===== src/rtl/fetch_stage.sv =====
// ---------------------------------------------------------------------------
// fetch_stage
//   Instruction-fetch stage and IF/ID pipeline register of the 5-stage
//   ARM-subset pipeline.  Holds the fetch PC, drives the instruction-memory
//   address and latches the fetched word plus PC+4 toward decode.  It reacts
//   to three control inputs in a fixed priority:
//     mem_stall > branch_taken > hazard_freeze > normal fetch.
//   Two saturating counters record stall cycles and accepted redirects.
//
// Ports
//   clk            in   rising-edge clock
//   rst            in   asynchronous active-high reset
//   hazard_freeze  in   hazard-unit stall: hold PC and IF/ID
//   mem_stall      in   memory stage waiting: hold everything except stall count
//   branch_taken   in   redirect request from EXE
//   branch_addr    in   redirect target (byte address, low bits forced to 0)
//   imem_addr      out  instruction-memory address (combinational copy of pc)
//   imem_rdata     in   instruction word read at imem_addr
//   pc             out  current fetch PC
//   id_pc          out  PC+4 of the instruction in IF/ID
//   id_instr       out  instruction in IF/ID
//   id_valid       out  IF/ID holds a real instruction (not a bubble)
//   stall_count    out  saturating count of blocked-PC cycles
//   flush_count    out  saturating count of accepted redirects
// ---------------------------------------------------------------------------
module fetch_stage #(
  parameter int                ADDR_W    = 32,
  parameter logic [ADDR_W-1:0] RESET_PC  = '0,
  parameter logic [31:0]       NOP_INSTR = 32'hE1A00000,
  parameter int                CNT_W     = 16
) (
  input  logic              clk,
  input  logic              rst,
  input  logic              hazard_freeze,
  input  logic              mem_stall,
  input  logic              branch_taken,
  input  logic [ADDR_W-1:0] branch_addr,
  output logic [ADDR_W-1:0] imem_addr,
  input  logic [31:0]       imem_rdata,
  output logic [ADDR_W-1:0] pc,
  output logic [ADDR_W-1:0] id_pc,
  output logic [31:0]       id_instr,
  output logic              id_valid,
  output logic [CNT_W-1:0]  stall_count,
  output logic [CNT_W-1:0]  flush_count
);

  // Saturating increment: sticks at all-ones instead of wrapping.
  function automatic logic [CNT_W-1:0] sat_inc(input logic [CNT_W-1:0] v);
    if (v == {CNT_W{1'b1}}) begin
      sat_inc = v;
    end else begin
      sat_inc = v + CNT_W'(1);
    end
  endfunction

  logic [ADDR_W-1:0] r_pc;
  logic [ADDR_W-1:0] r_id_pc;
  logic [31:0]       r_id_instr;
  logic              r_id_valid;
  logic [CNT_W-1:0]  r_stall_cnt;
  logic [CNT_W-1:0]  r_flush_cnt;

  logic              w_hold;
  logic              w_flush;
  logic              w_freeze;
  logic              w_run;
  logic [ADDR_W-1:0] w_pc_plus4;
  logic [ADDR_W-1:0] w_target;

  // Priority decode.  A branch during mem_stall is dropped here because EXE
  // re-presents it once the memory stage releases; a freeze during a branch
  // is dropped because it concerns the instruction being squashed.
  assign w_hold   = mem_stall;
  assign w_flush  = !mem_stall && branch_taken;
  assign w_freeze = !mem_stall && !branch_taken && hazard_freeze;
  assign w_run    = !mem_stall && !branch_taken && !hazard_freeze;

  // Wraps modulo 2^ADDR_W with no overflow indication.
  assign w_pc_plus4 = r_pc + ADDR_W'(4);

  // Targets are word aligned; stray low bits are discarded.
  assign w_target = {branch_addr[ADDR_W-1:2], 2'b00};

  // PC register
  always_ff @(posedge clk or posedge rst) begin
    if (rst) begin
      r_pc <= RESET_PC;
    end else if (w_flush) begin
      r_pc <= w_target;
    end else if (w_run) begin
      r_pc <= w_pc_plus4;
    end
  end

  // IF/ID pipeline register; hold and freeze keep id_valid as it was, so a
  // bubble stays a bubble.
  always_ff @(posedge clk or posedge rst) begin
    if (rst) begin
      r_id_pc    <= '0;
      r_id_instr <= NOP_INSTR;
      r_id_valid <= 1'b0;
    end else if (w_flush) begin
      r_id_pc    <= '0;
      r_id_instr <= NOP_INSTR;
      r_id_valid <= 1'b0;
    end else if (w_run) begin
      r_id_pc    <= w_pc_plus4;
      r_id_instr <= imem_rdata;
      r_id_valid <= 1'b1;
    end
  end

  // Debug counters
  always_ff @(posedge clk or posedge rst) begin
    if (rst) begin
      r_stall_cnt <= '0;
      r_flush_cnt <= '0;
    end else begin
      if (w_hold || w_freeze) begin
        r_stall_cnt <= sat_inc(r_stall_cnt);
      end
      if (w_flush) begin
        r_flush_cnt <= sat_inc(r_flush_cnt);
      end
    end
  end

  // The only combinational output path is pc -> imem_addr.
  assign imem_addr   = r_pc;
  assign pc          = r_pc;
  assign id_pc       = r_id_pc;
  assign id_instr    = r_id_instr;
  assign id_valid    = r_id_valid;
  assign stall_count = r_stall_cnt;
  assign flush_count = r_flush_cnt;

endmodule


===== config.mk =====
export PLATFORM = sky130hd
export DESIGN_NAME = fetch_stage
export DESIGN_NICKNAME = d
export VERILOG_FILES = /design/src/rtl/fetch_stage.sv
export SDC_FILE = /design/constraint.sdc
export NUM_CORES = 1
export LEC_CHECK = 0
export BUFFER_PORTS_ARGS = -buffer_cell sky130_fd_sc_hd__buf_2
export CORE_MARGIN = 3
export CORE_UTILIZATION = 43
export DETAILED_ROUTE_END_ITERATION = 16
export GPL_TIMING_DRIVEN = 0
export HOLD_SLACK_MARGIN = 0.02
export PLACE_DENSITY = 0.74
export SETUP_SLACK_MARGIN = 0.2
export SLEW_MARGIN = 20
export SYNTH_ARGS = -nofsm -noshare
export SYNTH_HDL_FRONTEND = slang
export SYNTH_SLANG_ARGS = --single-unit

===== constraint.sdc =====
create_clock -name clk -period 11 [get_ports clk]
set_input_delay 2.2 -clock clk [delete_from_list [all_inputs] [get_ports clk]]
set_output_delay 2.2 -clock clk [all_outputs]
set_load 0.1 [all_outputs]

# Word-level counts from Yosys, hierarchy flattened
# Cells that the tools add are included.
[totals]
reg_bits = 129
input_bits = 69
out_inout_bits = 161
word_cells = 31
[classes]
add_sub_neg = 3
eq_ne = 2
mux = 7
bitwise_logic = 2
n_reduce_logical = 11
[op_table]
columns = ["op", "count"]
rows = [
  ["2-to-1 mux 32 bit", 5],
  ["adder 16 x 1 -> 16 bit, second input constant", 2],
  ["adder 32 x 3 -> 32 bit, second input constant", 1],
  ["equality test 16 bit, second input constant", 2],
  ["logical AND 1 bit", 4],
  ["AND reduction 2 bit", 2],
  ["logical NOT 1 bit", 3],
  ["2-to-1 mux 1 bit", 2],
  ["NOT 1 bit", 2],
  ["nonzero test 2 bit", 1],
  ["logical OR 1 bit", 1],
]

# Depth between registers and ports, before layout
[depth]
word_depth = 5
mapped_depth = 7

# Least setup slack after synthesis
# Ideal clock, no wire load.
[synth_timing]
kind = "input to register"
start = "input hazard_freeze"
end = "register r_id_pc[23], in the netlist id_pc[23]"
setup_time_ns = 0.072
arrival_ns = 3.623
path_slack_ns = 7.305
cell_stages = 7
cell_sequence = "clkbuf_1 or2_2 clkbuf_1 nor2_1 clkbuf_1 nand3_1 nand3_1"
[synth_via]
elab_chain_cells = 3
[synth_rtl]
columns = ["item", "line_no", "source"]
rows = [
  ["start, declared", "34", "input logic hazard_freeze,"],
  ["logical NOT 1 bit", "77", "assign w_run = !mem_stall && !branch_taken && !hazard_freeze;"],
  ["logical AND 1 bit", "77", ""],
  ["nonzero test 2 bit (no line)", "-", ""],
  ["end signal, assigned", "108", "r_id_pc <= w_pc_plus4;"],
  ["end, declared", "58", "logic [ADDR_W-1:0] r_id_pc;"],
]
# Every way passes these cells.
# A chain may end at the register's enable or synchronous reset.

# Worst setup path after layout
# Same ends and word-level chain as after synthesis.

==> qor.txt <==
register area - 3160 sq um
DIE AREA - 16300 sq um
sequential-to-total area share from yosys stat - 49.8%
Clock Pin Slew Worst Setup and Hold Paths - 50 ps
peak supply drop - 0.000140 V
initial DRC count - 325
Mapped Cells - 638
Worst Hold Class - flip-flop to flip-flop
final WL - 19.2 mm
worst rel slew slack - 47.6%
crit start category - input pin
Clock Tree Buf Depth - 2
dpl hpwl - 14.2 mm
Initial Utilization - 44.9%
die width - 127 um
maxcap violations - 0
crit-path max cell delay - 640 ps
leading cell types by count after synthesis - 120 x dfrtp_1, 60 x nand2_1, 46 x o21ai_0
CP Cell Sequence - clkbuf_1 > or2_2 > clkbuf_1 > nor2_1 > clkbuf_1 > nand3_1 > nand3_1
Synth warnings - 0
Worst Path Arrival - 4300 ps
cell taking the most area after synthesis - dfrtp_1
#FFs+latches synth - 126
first-pass GRT wire length - 30.1 mm
Lkg Pwr - 4.10 nW
core area - 14100 sq um
critical path's slowest cell - nor2_1
Die Ht - 127 um
count of flip-flops with a built-in enable after synthesis - 0
async set-or-reset flop fraction in the synthesized netlist - 100%
CP required - 11350 ps
Antenna Nets Post-Route - 0
row cnt - 43
Port Buffers - 221
CP max FO - 10
Post-CTS Setup Inserts - 0
vias in the first global route - 5577
critical path buffer and inverter count - 3
Final setup viols - 0
crit share post-route - 35.9%
htree depth - 4
status - finished, final reports clean
GRT overflow - 0
Overall Global Routing Usage - 23.5%
Resized Gates After CTS - 0
area share of the largest cell type after synthesis - 47.3%
RSZ-0062 raised after global routing - false
Antenna diodes - 0
hold_buf cts - 0
Multi-input gate area - 2740 sq um
most numerous cell on the critical path - clkbuf_1
DR pass1 iterations - 6
Synth Flop Type - dfrtp_1
Worst Tran Pin Value - 783 ps
Final Hold Violating Endpoints - 0
initial antenna violation count - 1
fin nets - 954
pin count of the biggest net entering global routing - 76
worst skew pair latency - 420 ps
CTS tree - yes
CTS buffer count - 17
crit path time final - 3950 ps
Vias/cell - 5.50
highest clock rate - 0.253 GHz
Final TNS setup - 0 ps
Via Count - 5917
Worst Slack Setup Final - 7050 ps
CTS root buffer - clkbuf_16
Setup CP Type - input pin to flip-flop
Cell variety after synth - 63
Final Max Slew Viols - 0
wire per inst - 17.9 um
area grow syn2layout - 31.5%
Synth Area per Inst - 9.95 sq um
CP endpoint kind - flip-flop
post-synthesis cell area - 6350 sq um
delay-heaviest family, CP - simple AND/OR/NAND/NOR gates
Area contributors post-synth - dfrtp_1 47%, xor2_1 4.4%, buf_4 4.4%
clock sinks - 126
count leader, synth - dfrtp_1
RD Place Congestion - 0.928
Fill cells - 1272
Pwr Density - 246 nW/um^2
Clock Skew - 10.5 ps
layout cell share with drive strength beyond 1 - 35.4%
I/O pin total - 230
pre-CTS WS - 6680 ps
DRC violations left - 0
## sequential cells by signal (all words and copies together), names as in the netlist
register / flops
id_instr: 32
id_pc: 31
imem_addr: 30
flush_count: 16
stall_count: 16
id_valid: 1
## per-stage QoR
step | instance area, sq um | power (mW) | std cells | hold WS, ps | util, %
3_3_place_gp | 7690 | 1.46 | 1042 | 458 | 54.3
6_report | 8340 | 2.05 | 1075 | 469 | 59.0
5_1_grt | 8340 | 2.12 | 1075 | 494 | 59.0
4_1_cts | 8340 | 2.06 | 1075 | 476 | 59.0
3_5_place_dp | 7720 | 1.48 | 1043 | 464 | 54.6
2_1_floorplan | 6360 | 1.32 | 641 | 793 | -
## cell usage in the layout, fill, tap and decap left out, types with 18 or more instances in the layout
cell and n:
buf_4 37, clkbuf_1 26, a22o_1 29, nand3_1 31
xnor2_1 18, xor2_1 32, nor2_1 43, nand2_1 60
buf_2 227, o21ai_0 46, a21oi_1 25, dfrtp_1 120
## metal layers
metal  share of wire [%]  GRT usage [%]  vias up  wire length [um]
met1                  42           30.8     2846              8120
met5                0.10              0        -                20
met4                 1.9           7.95        2               361
li1                    -              -     2767                 -
met2                  47           37.4      273              9070
met3                 8.6           6.98       29              1650
## power by group
| group | total [mW] | switching [mW] | internal [mW] |
|---|---|---|---|
| combinational | 0.867 | 0.719 | 0.148 |
| sequential | 0.601 | 0.0751 | 0.526 |
| clock | 0.584 | 0.205 | 0.379 |
| total | 2.05 | 1.00 | 1.05 |
## layout make-up
type | count | area share [%]
Clock inverter | 10 | 1.62
Buffer | 71 | 5.05
Multi-Input combinational cell | 433 | 32.8
Clock buffer | 22 | 5.80
Timing Repair Buffer | 222 | 13.6
Inverter | 11 | 0.585
Sequential cell | 126 | 37.9
Tap cell | 180 | 2.70
## final timing paths
kind	from	to	slack (ps)	cells past startpoint
setup / recovery	hazard_freeze	id_pc[23]	7050	7
setup reg to reg	imem_addr[2]	imem_addr[24]	8620	6
hold / removal	id_pc[10]	id_pc[10]	470	2
hold reg to reg	id_pc[10]	id_pc[10]	470	2
min in group asynchronous	rst	flush_count[15]	1780	2
max in group asynchronous	rst	id_instr[21]	8500	3
## worst min-delay path: stages, from the launching register on
cell and delay (ps):
dfrtp_1 330, nand2_1 40, o21ai_0 60
## cell families (layout without fill, tap and decap cells)
logic type      count (synthesis)  after routing  share of synthesized area [%]
mux                             2              2                          0.355
xor+xnor                       50             50                           6.90
buf+inv                        82            336                           7.29
other cells                     1              4                         0.0591
flops                         126            126                           49.8
fa+ha+maj                       3              3                          0.591
compound gates                155            155                           16.6
simple gates                  219            219                           18.4
No activity file was read; power rests on OpenSTA's default activity.
